$ cat src/rtl/exu_muldiv_pkg.sv
// Shared definitions for the RV32 M-extension unit: funct3 op codes, FSM states
// and operand-sign helpers.
package exu_muldiv_pkg;

  localparam int CPU_WIDTH = 32;
  localparam int XLEN_DEF  = CPU_WIDTH;

  typedef enum logic [2:0] {
    EXU_MD_MUL    = 3'b000,
    EXU_MD_MULH   = 3'b001,
    EXU_MD_MULHSU = 3'b010,
    EXU_MD_MULHU  = 3'b011,
    EXU_MD_DIV    = 3'b100,
    EXU_MD_DIVU   = 3'b101,
    EXU_MD_REM    = 3'b110,
    EXU_MD_REMU   = 3'b111
  } md_op_e;

  typedef enum logic [1:0] {
    ST_IDLE = 2'd0,
    ST_PREP = 2'd1,
    ST_CALC = 2'd2,
    ST_DONE = 2'd3
  } md_state_e;

  function automatic logic op_is_div(input md_op_e op);
    return op[2];
  endfunction

  function automatic logic src1_signed(input md_op_e op);
    return (op == EXU_MD_MULH) || (op == EXU_MD_MULHSU) ||
           (op == EXU_MD_DIV)  || (op == EXU_MD_REM);
  endfunction

  function automatic logic src2_signed(input md_op_e op);
    return (op == EXU_MD_MULH) || (op == EXU_MD_DIV) || (op == EXU_MD_REM);
  endfunction

endpackage

$ cat src/rtl/exu_muldiv_iter.sv
// One-bit-per-cycle unsigned datapath: shift-add multiply or restoring divide
// over a 2*XLEN accumulator. Operands arrive as magnitudes; signs handled by the parent.
module exu_muldiv_iter
  import exu_muldiv_pkg::*;
#(
  parameter int XLEN = XLEN_DEF
) (
  input  logic              i_clk,
  input  logic              i_rst,
  input  logic              i_clr,
  input  logic              i_load,
  input  logic              i_step,
  input  logic              i_is_div,
  input  logic [XLEN-1:0]   i_a,
  input  logic [XLEN-1:0]   i_b,
  output logic [2*XLEN-1:0] o_acc_nxt,
  output logic              o_last
);

  localparam int CW = $clog2(XLEN);

  logic [2*XLEN-1:0] r_acc;
  logic [XLEN-1:0]   r_b;
  logic              r_div;
  logic [CW-1:0]     r_cnt;

  logic [XLEN:0]     w_sum;
  logic [XLEN:0]     w_rem_sh;
  logic [XLEN:0]     w_diff;
  logic [2*XLEN-1:0] w_mul_nxt;
  logic [2*XLEN-1:0] w_div_nxt;

  // Multiply: {hi, multiplier} -- add b into hi when lsb set, then shift right with carry.
  assign w_sum     = {1'b0, r_acc[2*XLEN-1:XLEN]} + {1'b0, r_b};
  assign w_mul_nxt = r_acc[0] ? {w_sum, r_acc[XLEN-1:1]} : {1'b0, r_acc[2*XLEN-1:1]};

  // Divide: {rem, quotient} -- shift left, keep the trial subtraction when it does not borrow.
  assign w_rem_sh  = r_acc[2*XLEN-1:XLEN-1];
  assign w_diff    = w_rem_sh - {1'b0, r_b};
  assign w_div_nxt = w_diff[XLEN] ? {w_rem_sh[XLEN-1:0], r_acc[XLEN-2:0], 1'b0}
                                  : {w_diff[XLEN-1:0],   r_acc[XLEN-2:0], 1'b1};

  assign o_acc_nxt = r_div ? w_div_nxt : w_mul_nxt;
  assign o_last    = (r_cnt == '0);

  always_ff @(posedge i_clk) begin
    if (i_rst || i_clr) begin
      r_cnt <= '0;
    end else if (i_load) begin
      r_cnt <= CW'(XLEN - 1);
    end else if (i_step) begin
      r_cnt <= r_cnt - CW'(1);
    end
  end

  // NOTE: datapath registers carry no reset; they are always loaded before being read.
  always_ff @(posedge i_clk) begin
    if (i_load) begin
      r_acc <= {{XLEN{1'b0}}, i_a};
      r_b   <= i_b;
      r_div <= i_is_div;
    end else if (i_step) begin
      r_acc <= o_acc_nxt;
    end
  end

endmodule

$ cat src/rtl/exu_muldiv.sv
// Multi-cycle RV32 M-extension unit (MUL/MULH/MULHSU/MULHU/DIV/DIVU/REM/REMU)
// with valid/ready request and result ports and an optional single-cycle multiplier.
module exu_muldiv
  import exu_muldiv_pkg::*;
#(
  parameter int XLEN     = XLEN_DEF,
  parameter bit MUL_FAST = 1'b0
) (
  input  logic            i_clk,
  input  logic            i_rst,
  input  logic            i_flush,
  input  logic            i_in_valid,
  output logic            o_in_ready,
  input  logic [2:0]      i_op,
  input  logic [XLEN-1:0] i_src1,
  input  logic [XLEN-1:0] i_src2,
  output logic            o_out_valid,
  input  logic            i_out_ready,
  output logic [XLEN-1:0] o_result,
  output logic            o_busy
);

  localparam logic [XLEN-1:0] MOST_NEG = {1'b1, {(XLEN-1){1'b0}}};

  md_state_e         r_state;
  md_op_e            r_op;
  logic [XLEN-1:0]   r_src1;
  logic [XLEN-1:0]   r_src2;
  logic              r_neg;

  md_op_e            w_op;
  logic              w_accept;
  logic              w_div0;
  logic              w_ovf;
  logic              w_fast;
  logic [2*XLEN-1:0] w_ext1;
  logic [2*XLEN-1:0] w_ext2;
  logic [2*XLEN-1:0] w_prod_fast;
  logic [XLEN-1:0]   w_fast_res;
  logic              w_s1;
  logic              w_s2;
  logic [XLEN-1:0]   w_mag1;
  logic [XLEN-1:0]   w_mag2;
  logic              w_last;
  logic [2*XLEN-1:0] w_acc_nxt;
  logic [2*XLEN-1:0] w_prod_sgn;
  logic [XLEN-1:0]   w_quo;
  logic [XLEN-1:0]   w_rem;
  logic [XLEN-1:0]   w_final;

  assign o_in_ready = (r_state == ST_IDLE);
  assign o_busy     = (r_state != ST_IDLE);

  assign w_op     = md_op_e'(i_op);
  assign w_accept = i_in_valid && o_in_ready;
  assign w_div0   = op_is_div(w_op) && (i_src2 == '0);
  assign w_ovf    = op_is_div(w_op) && src2_signed(w_op) && (i_src1 == MOST_NEG) && (&i_src2);
  assign w_fast   = (MUL_FAST && !op_is_div(w_op)) || w_div0 || w_ovf;

  // Sign-extended 2*XLEN product; the low 2*XLEN bits are correct for every mul flavour.
  assign w_ext1      = {{XLEN{src1_signed(w_op) && i_src1[XLEN-1]}}, i_src1};
  assign w_ext2      = {{XLEN{src2_signed(w_op) && i_src2[XLEN-1]}}, i_src2};
  assign w_prod_fast = w_ext1 * w_ext2;

  always_comb begin
    // NOTE: default assignment first so no path leaves the output unassigned (no latch).
    w_fast_res = w_prod_fast[XLEN-1:0];
    if (w_div0) begin
      w_fast_res = ((w_op == EXU_MD_DIV) || (w_op == EXU_MD_DIVU)) ? '1 : i_src1;
    end else if (w_ovf) begin
      w_fast_res = (w_op == EXU_MD_DIV) ? i_src1 : '0;
    end else if (w_op != EXU_MD_MUL) begin
      w_fast_res = w_prod_fast[2*XLEN-1:XLEN];
    end
  end

  assign w_s1   = src1_signed(r_op) && r_src1[XLEN-1];
  assign w_s2   = src2_signed(r_op) && r_src2[XLEN-1];
  assign w_mag1 = w_s1 ? -r_src1 : r_src1;
  assign w_mag2 = w_s2 ? -r_src2 : r_src2;

  exu_muldiv_iter #(.XLEN(XLEN)) u_iter (
    .i_clk     (i_clk),
    .i_rst     (i_rst),
    .i_clr     (i_flush),
    .i_load    ((r_state == ST_PREP) && !i_flush),
    .i_step    ((r_state == ST_CALC) && !i_flush),
    .i_is_div  (op_is_div(r_op)),
    .i_a       (w_mag1),
    .i_b       (w_mag2),
    .o_acc_nxt (w_acc_nxt),
    .o_last    (w_last)
  );

  // Result fix-up on the final step: product negated over the full width, quotient/remainder separately.
  assign w_prod_sgn = r_neg ? -w_acc_nxt : w_acc_nxt;
  assign w_quo      = r_neg ? -w_acc_nxt[XLEN-1:0]      : w_acc_nxt[XLEN-1:0];
  assign w_rem      = r_neg ? -w_acc_nxt[2*XLEN-1:XLEN] : w_acc_nxt[2*XLEN-1:XLEN];

  always_comb begin
    w_final = w_rem;
    case (r_op)
      EXU_MD_MUL:                               w_final = w_prod_sgn[XLEN-1:0];
      EXU_MD_MULH, EXU_MD_MULHSU, EXU_MD_MULHU: w_final = w_prod_sgn[2*XLEN-1:XLEN];
      EXU_MD_DIV, EXU_MD_DIVU:                  w_final = w_quo;
      default:                                  w_final = w_rem;
    endcase
  end

  always_ff @(posedge i_clk) begin
    if (i_rst) begin
      r_state     <= ST_IDLE;
      r_neg       <= 1'b0;
      o_out_valid <= 1'b0;
      o_result    <= '0;
    end else if (i_flush) begin
      r_state     <= ST_IDLE;
      o_out_valid <= 1'b0;
    end else begin
      case (r_state)
        ST_IDLE: if (i_in_valid) begin
          if (w_fast) begin
            r_state     <= ST_DONE;
            o_out_valid <= 1'b1;
            o_result    <= w_fast_res;
          end else begin
            r_state <= ST_PREP;
          end
        end
        ST_PREP: begin
          r_state <= ST_CALC;
          r_neg   <= (r_op == EXU_MD_REM) ? w_s1 : (w_s1 ^ w_s2);
        end
        ST_CALC: if (w_last) begin
          r_state     <= ST_DONE;
          o_out_valid <= 1'b1;
          o_result    <= w_final;
        end
        ST_DONE: if (i_out_ready) begin
          r_state     <= ST_IDLE;
          o_out_valid <= 1'b0;
        end
        default: r_state <= ST_IDLE;
      endcase
    end
  end

  always_ff @(posedge i_clk) begin
    if (w_accept) begin
      r_op   <= w_op;
      r_src1 <= i_src1;
      r_src2 <= i_src2;
    end
  end

endmodule

$ cat config.mk
export PLATFORM = sky130hd
export DESIGN_NAME = exu_muldiv
export DESIGN_NICKNAME = d
export VERILOG_FILES = /design/src/rtl/exu_muldiv_pkg.sv /design/src/rtl/exu_muldiv_iter.sv /design/src/rtl/exu_muldiv.sv
export SDC_FILE = /design/constraint.sdc
export NUM_CORES = 2
export LEC_CHECK = 0
export BUFFER_PORTS_ARGS = -buffer_cell sky130_fd_sc_hd__buf_2
export CAP_MARGIN = 20
export CORE_ASPECT_RATIO = 0.8
export CORE_MARGIN = 2
export CORE_UTILIZATION = 60
export CTS_CLUSTER_SIZE = 28
export DETAILED_ROUTE_END_ITERATION = 10
export MAX_ROUTING_LAYER = met4
export PLACE_DENSITY = 0.91
export SYNTH_ARGS = -nofsm -noshare
export SYNTH_HDL_FRONTEND = slang
export SYNTH_SLANG_ARGS = --single-unit
$ cat constraint.sdc
create_clock -name i_clk -period 12 [get_ports i_clk]
set_clock_uncertainty 0.1 [all_clocks]
set_input_delay 3.6 -clock i_clk [delete_from_list [all_inputs] [get_ports i_clk]]
set_output_delay 3.6 -clock i_clk [all_outputs]
set_load 0.01 [all_outputs]
==> PnR_summary.wiki <==
{| class="wikitable"
! Metric !! Value
|-
| Status || completed
|-
| Number of iterations in the first detailed-routing pass || 8
|-
| Post-placement cell count || 7463
|-
| Layout Cells excl Fill || roughly 7.5k
|-
| Effective utilization at floorplan || 0.602
|-
| DRT iter0 DRCs || 5768
|-
| Average wire per standard cell || between 20 and 25 um
|-
| Path type of the worst setup path || in -> reg
|-
| Part of the cycle the worst path needs || 0.979
|-
| Later-pin clock latency in the skew report || 0.54 ns
|-
| Filler cells || 6998
|-
| All-layer global routing usage || 0.398
|-
| Number of nets in the finished design || around 7.8k
|-
| Die height || roughly 270 um
|-
| Reg2Reg Depth || 24
|-
| Detailed-placement wirelength estimate || approximately 150 mm
|-
| Portion of netlist area occupied by mux cells || 0.00828
|-
| Routed vias || roughly 46k
|-
| Number of ports placed on the die boundary || 107
|-
| Synth Warn # || 0
|-
| Min Tclk post-route || between 10 and 15 ns
|-
| Die ar. || 93600 um2
|-
| Synth Net Count || between 7k and 8k
|-
| Area share of and/or/nand/nor cells after synthesis || 0.159
|-
| Max FO, Critical Path || 6
|-
| Synthesized netlist cell count || roughly 6.2k
|-
| Hold Path Sink || o_result[24]$_SDFFE_PP0P_
|-
| Slew Limit Headroom || 0.242
|-
| Sinks on Clock Net || roughly 210
|-
| Number of storage elements in the synthesis netlist || 205
|-
| Crit path max-delay cell type || fa_2
|-
| Syn-to-layout area delta || 7.53%
|-
| Number of synthesized flops with an enable pin || roughly 130
|-
| Core box area || roughly 91000 um2
|-
| Post-CTS clock slew at the launch and capture registers of the worst setup and hold paths || roughly 0.070 ns
|-
| Total number of placement rows || 99
|-
| Number of buffers between clock root and the deepest sink || 3
|-
| Antenna violations before repair || 27
|-
| DR DRC count || 0
|-
| Dominant register cell in the synthesized netlist || edfxtp_1
|-
| Count of buffers inserted at the top-level ports || approximately 110
|-
| Via count of the first global-routing pass || approximately 49k
|-
| Fraction of the mapped netlist area in compound gates || 0.105
|-
| Routability congestion estimate from global placement || roughly 1.0
|-
| HP Start || o_result[24]$_SDFFE_PP0P_
|-
| Beginning of the worst register-to-register path || u_iter.r_acc[31]$_DFFE_PP_
|-
| CTS tree || yes
|-
| Reg2reg setup slack || a little under 4 ns
|-
| Vias per inst || a little over 6
|-
| Share of synthesized cell area in full adder, half adder and majority cells || 0.478
|-
| Min setup slack post-route || around 0.26 ns
|-
| Layout cells sized above 1 || 0.0858
|-
| Post-synthesis instance area || 54700 um2
|-
| HP Class || reg -> reg
|-
| Die width || between 300 and 400 um
|-
| Cell variety after synth || about 100
|-
| Fraction of synthesized cell area in xor and xnor cells || 0.0388
|-
| Cell chosen for the clock root || clkbuf_16
|-
| Number of buffers created by CTS || 21
|-
| Largest family of logic cells by synthesized area || adder cells
|-
| Number of stages on the worst hold path || 2
|-
| Detailed Route WL || around 180 mm
|-
| Hold Fails Final Rpt || 0
|-
| Highest Clock Rate || between 80 and 90 MHz
|-
| Detail Route Antenna Nets || 0
|-
| Final max-slew violation count || 0
|-
| Sort of element at the end of the critical path || flop
|-
| Gate family responsible for the most delay along the worst path || adder cells
|-
| Cell occurring most often along the worst timing path || fa_1
|-
| Maximum number of pins on one net before global-route repair || roughly 70
|-
| Post-Place Worst Slack || -0.332 ns
|-
| CP Launch Type || input port
|-
| Final setup fails || 0
|-
| Remaining Overflow, GRT || 0
|-
| Worst-case hold slack || ~0.37 ns
|-
| Delay of the slowest cell on the worst path || about 0.65 ns
|-
| Sequential cell area fraction in the yosys report || 0.0992
|-
| Number of H-tree levels || 1
|-
| Worst-margin pin slew || between 1 and 1.5 ns
|-
| Async set-or-reset flop fraction in the synthesized netlist || 0
|-
| Buffers and inverters on the worst path || 9
|-
| Capturing point of the worst reg2reg path || o_result[30]$_SDFFE_PP0P_
|-
| Data arrival time at the worst-slack endpoint || between 10 and 15 ns
|-
| Required time reported for the critical path endpoint || 12.34 ns
|-
| Post-Syn Area per Cell || 8.78 um2
|-
| Global-route wire length before repair || 277 mm
|-
| Max-cap viol count || 0
|}
==> per-stage QoR <==
step	area [um2]	util	TNS (ns)
2_1_floorplan	54800	-	-0.252
3_3_place_gp	57900	0.638	-0.382
3_5_place_dp	58000	0.638	-0.716
4_1_cts	58600	0.646	0
5_1_grt	58800	0.647	-0.0522
6_report	58800	0.648	0
==> worst max-delay path by stage <==
| stage | startpoint | to | slack, ns | cells past startpoint |
|---|---|---|---|---|
| final | i_op[0] | o_result[25]$_SDFFE_PP0P_ | 0.26 | 33 |
| after global routing | i_src1[11] | o_result[26]$_SDFFE_PP0P_ | -0.04 | 29 |
| after global placement | i_op[0] | o_result[31]$_SDFFE_PP0P_ | -0.23 | 30 |
| after floorplan | i_op[2] | o_result[31]$_SDFFE_PP0P_ | -0.25 | 33 |
| after CTS | i_op[0] | o_result[31]$_SDFFE_PP0P_ | 0.19 | 30 |
| after detailed placement | i_op[0] | o_result[31]$_SDFFE_PP0P_ | -0.33 | 30 |
==> cells in the final DEF, fill, tap and decap left out, types with 34 or more instances in the layout <==
| cell | count |
|---|---|
| inv_1 | 1231 |
| fa_1 | 1123 |
| nand2_1 | 940 |
| and2_1 | 321 |
| ha_1 | 286 |
| buf_4 | 271 |
| a21oi_1 | 219 |
| nor2_1 | 218 |
| o21ai_0 | 193 |
| xnor2_1 | 155 |
| edfxtp_1 | 132 |
| buf_2 | 107 |
| xor2_1 | 87 |
| dfxtp_1 | 72 |
| a21o_1 | 66 |
| nand3_1 | 62 |
| nor3_1 | 59 |
| a211oi_1 | 46 |
| o31ai_1 | 37 |
| or3_1 | 34 |
| nand4_1 | 34 |
==> flip-flops by register name, summed over array words and instances, names as in the netlist <==
| signal | count |
|---|---|
| o_out_valid | 1 |
| o_result | 32 |
| r_neg | 1 |
| r_op | 3 |
| r_src1 | 32 |
| r_src2 | 32 |
| r_state | 2 |
| u_iter.r_acc | 64 |
| u_iter.r_b | 32 |
| u_iter.r_cnt | 5 |
| u_iter.r_div | 1 |
==> repair_timing <==
item / in CTS / in global routing
setup buffers: 0 / 6
endpoints found under the setup margin: 0 / 2
hold buffers: 0 / 0
resized for setup: 0 / 11
==> metal layers <==
metal | vias up | wire [um] | track usage | share of wire
met2 | 3240 | 77200 | 0.579 | 0.43
met3 | 613 | 24100 | 0.111 | 0.14
li1 | 19500 | - | - | -
met4 | 0 | 8590 | 0.167 | 0.048
met1 | 23200 | 68100 | 0.524 | 0.38
met5 | - | 0 | - | 0
==> cells in the mapped netlist, types with 29 or more instances <==
cell | number | area [um2]
a211oi_1 | 46 | 345
a21o_1 | 66 | 495
a21oi_1 | 219 | 1100
and2_1 | 324 | 2030
clkbuf_1 | 354 | 1330
dfxtp_1 | 73 | 1460
edfxtp_1 | 132 | 3960
fa_1 | 1127 | 22600
ha_1 | 287 | 3590
inv_1 | 1237 | 4640
nand2_1 | 940 | 3530
nand3_1 | 63 | 315
nand4_1 | 34 | 213
nor2_1 | 220 | 826
nor3_1 | 60 | 300
o211ai_1 | 29 | 218
o21ai_0 | 195 | 976
o31ai_1 | 37 | 278
or3_1 | 34 | 213
xnor2_1 | 155 | 1360
xor2_1 | 87 | 762
==> kinds of logic after synthesis <==
family          after synthesis
fa+ha+maj                  1414
mux                          43
buf+inv                    1617
compound gates              853
xor+xnor                    242
simple gates               1852
flops                       205
==> final cells by class <==
class	instances	area, um2	area share
Antenna cell	31	77.6	0.00132
Clock buffer	27	558	0.00949
Clock inverter	11	118	0.00200
Inverter	1239	4660	0.0792
Multi-Input combinational cell	4404	43300	0.736
Sequential cell	205	5430	0.0923
Tap cell	1212	1520	0.0258
Timing Repair Buffer	409	3190	0.0543
==> tightest hold or removal path, stage by stage (launching register included) <==
cell and delay, ns:
dfxtp_1 0.33, a21oi_1 0.05, o21ai_0 0.06
Power is not shown: default switching activity piles up to over one toggle a cycle in this logic, so the estimate is an artifact.
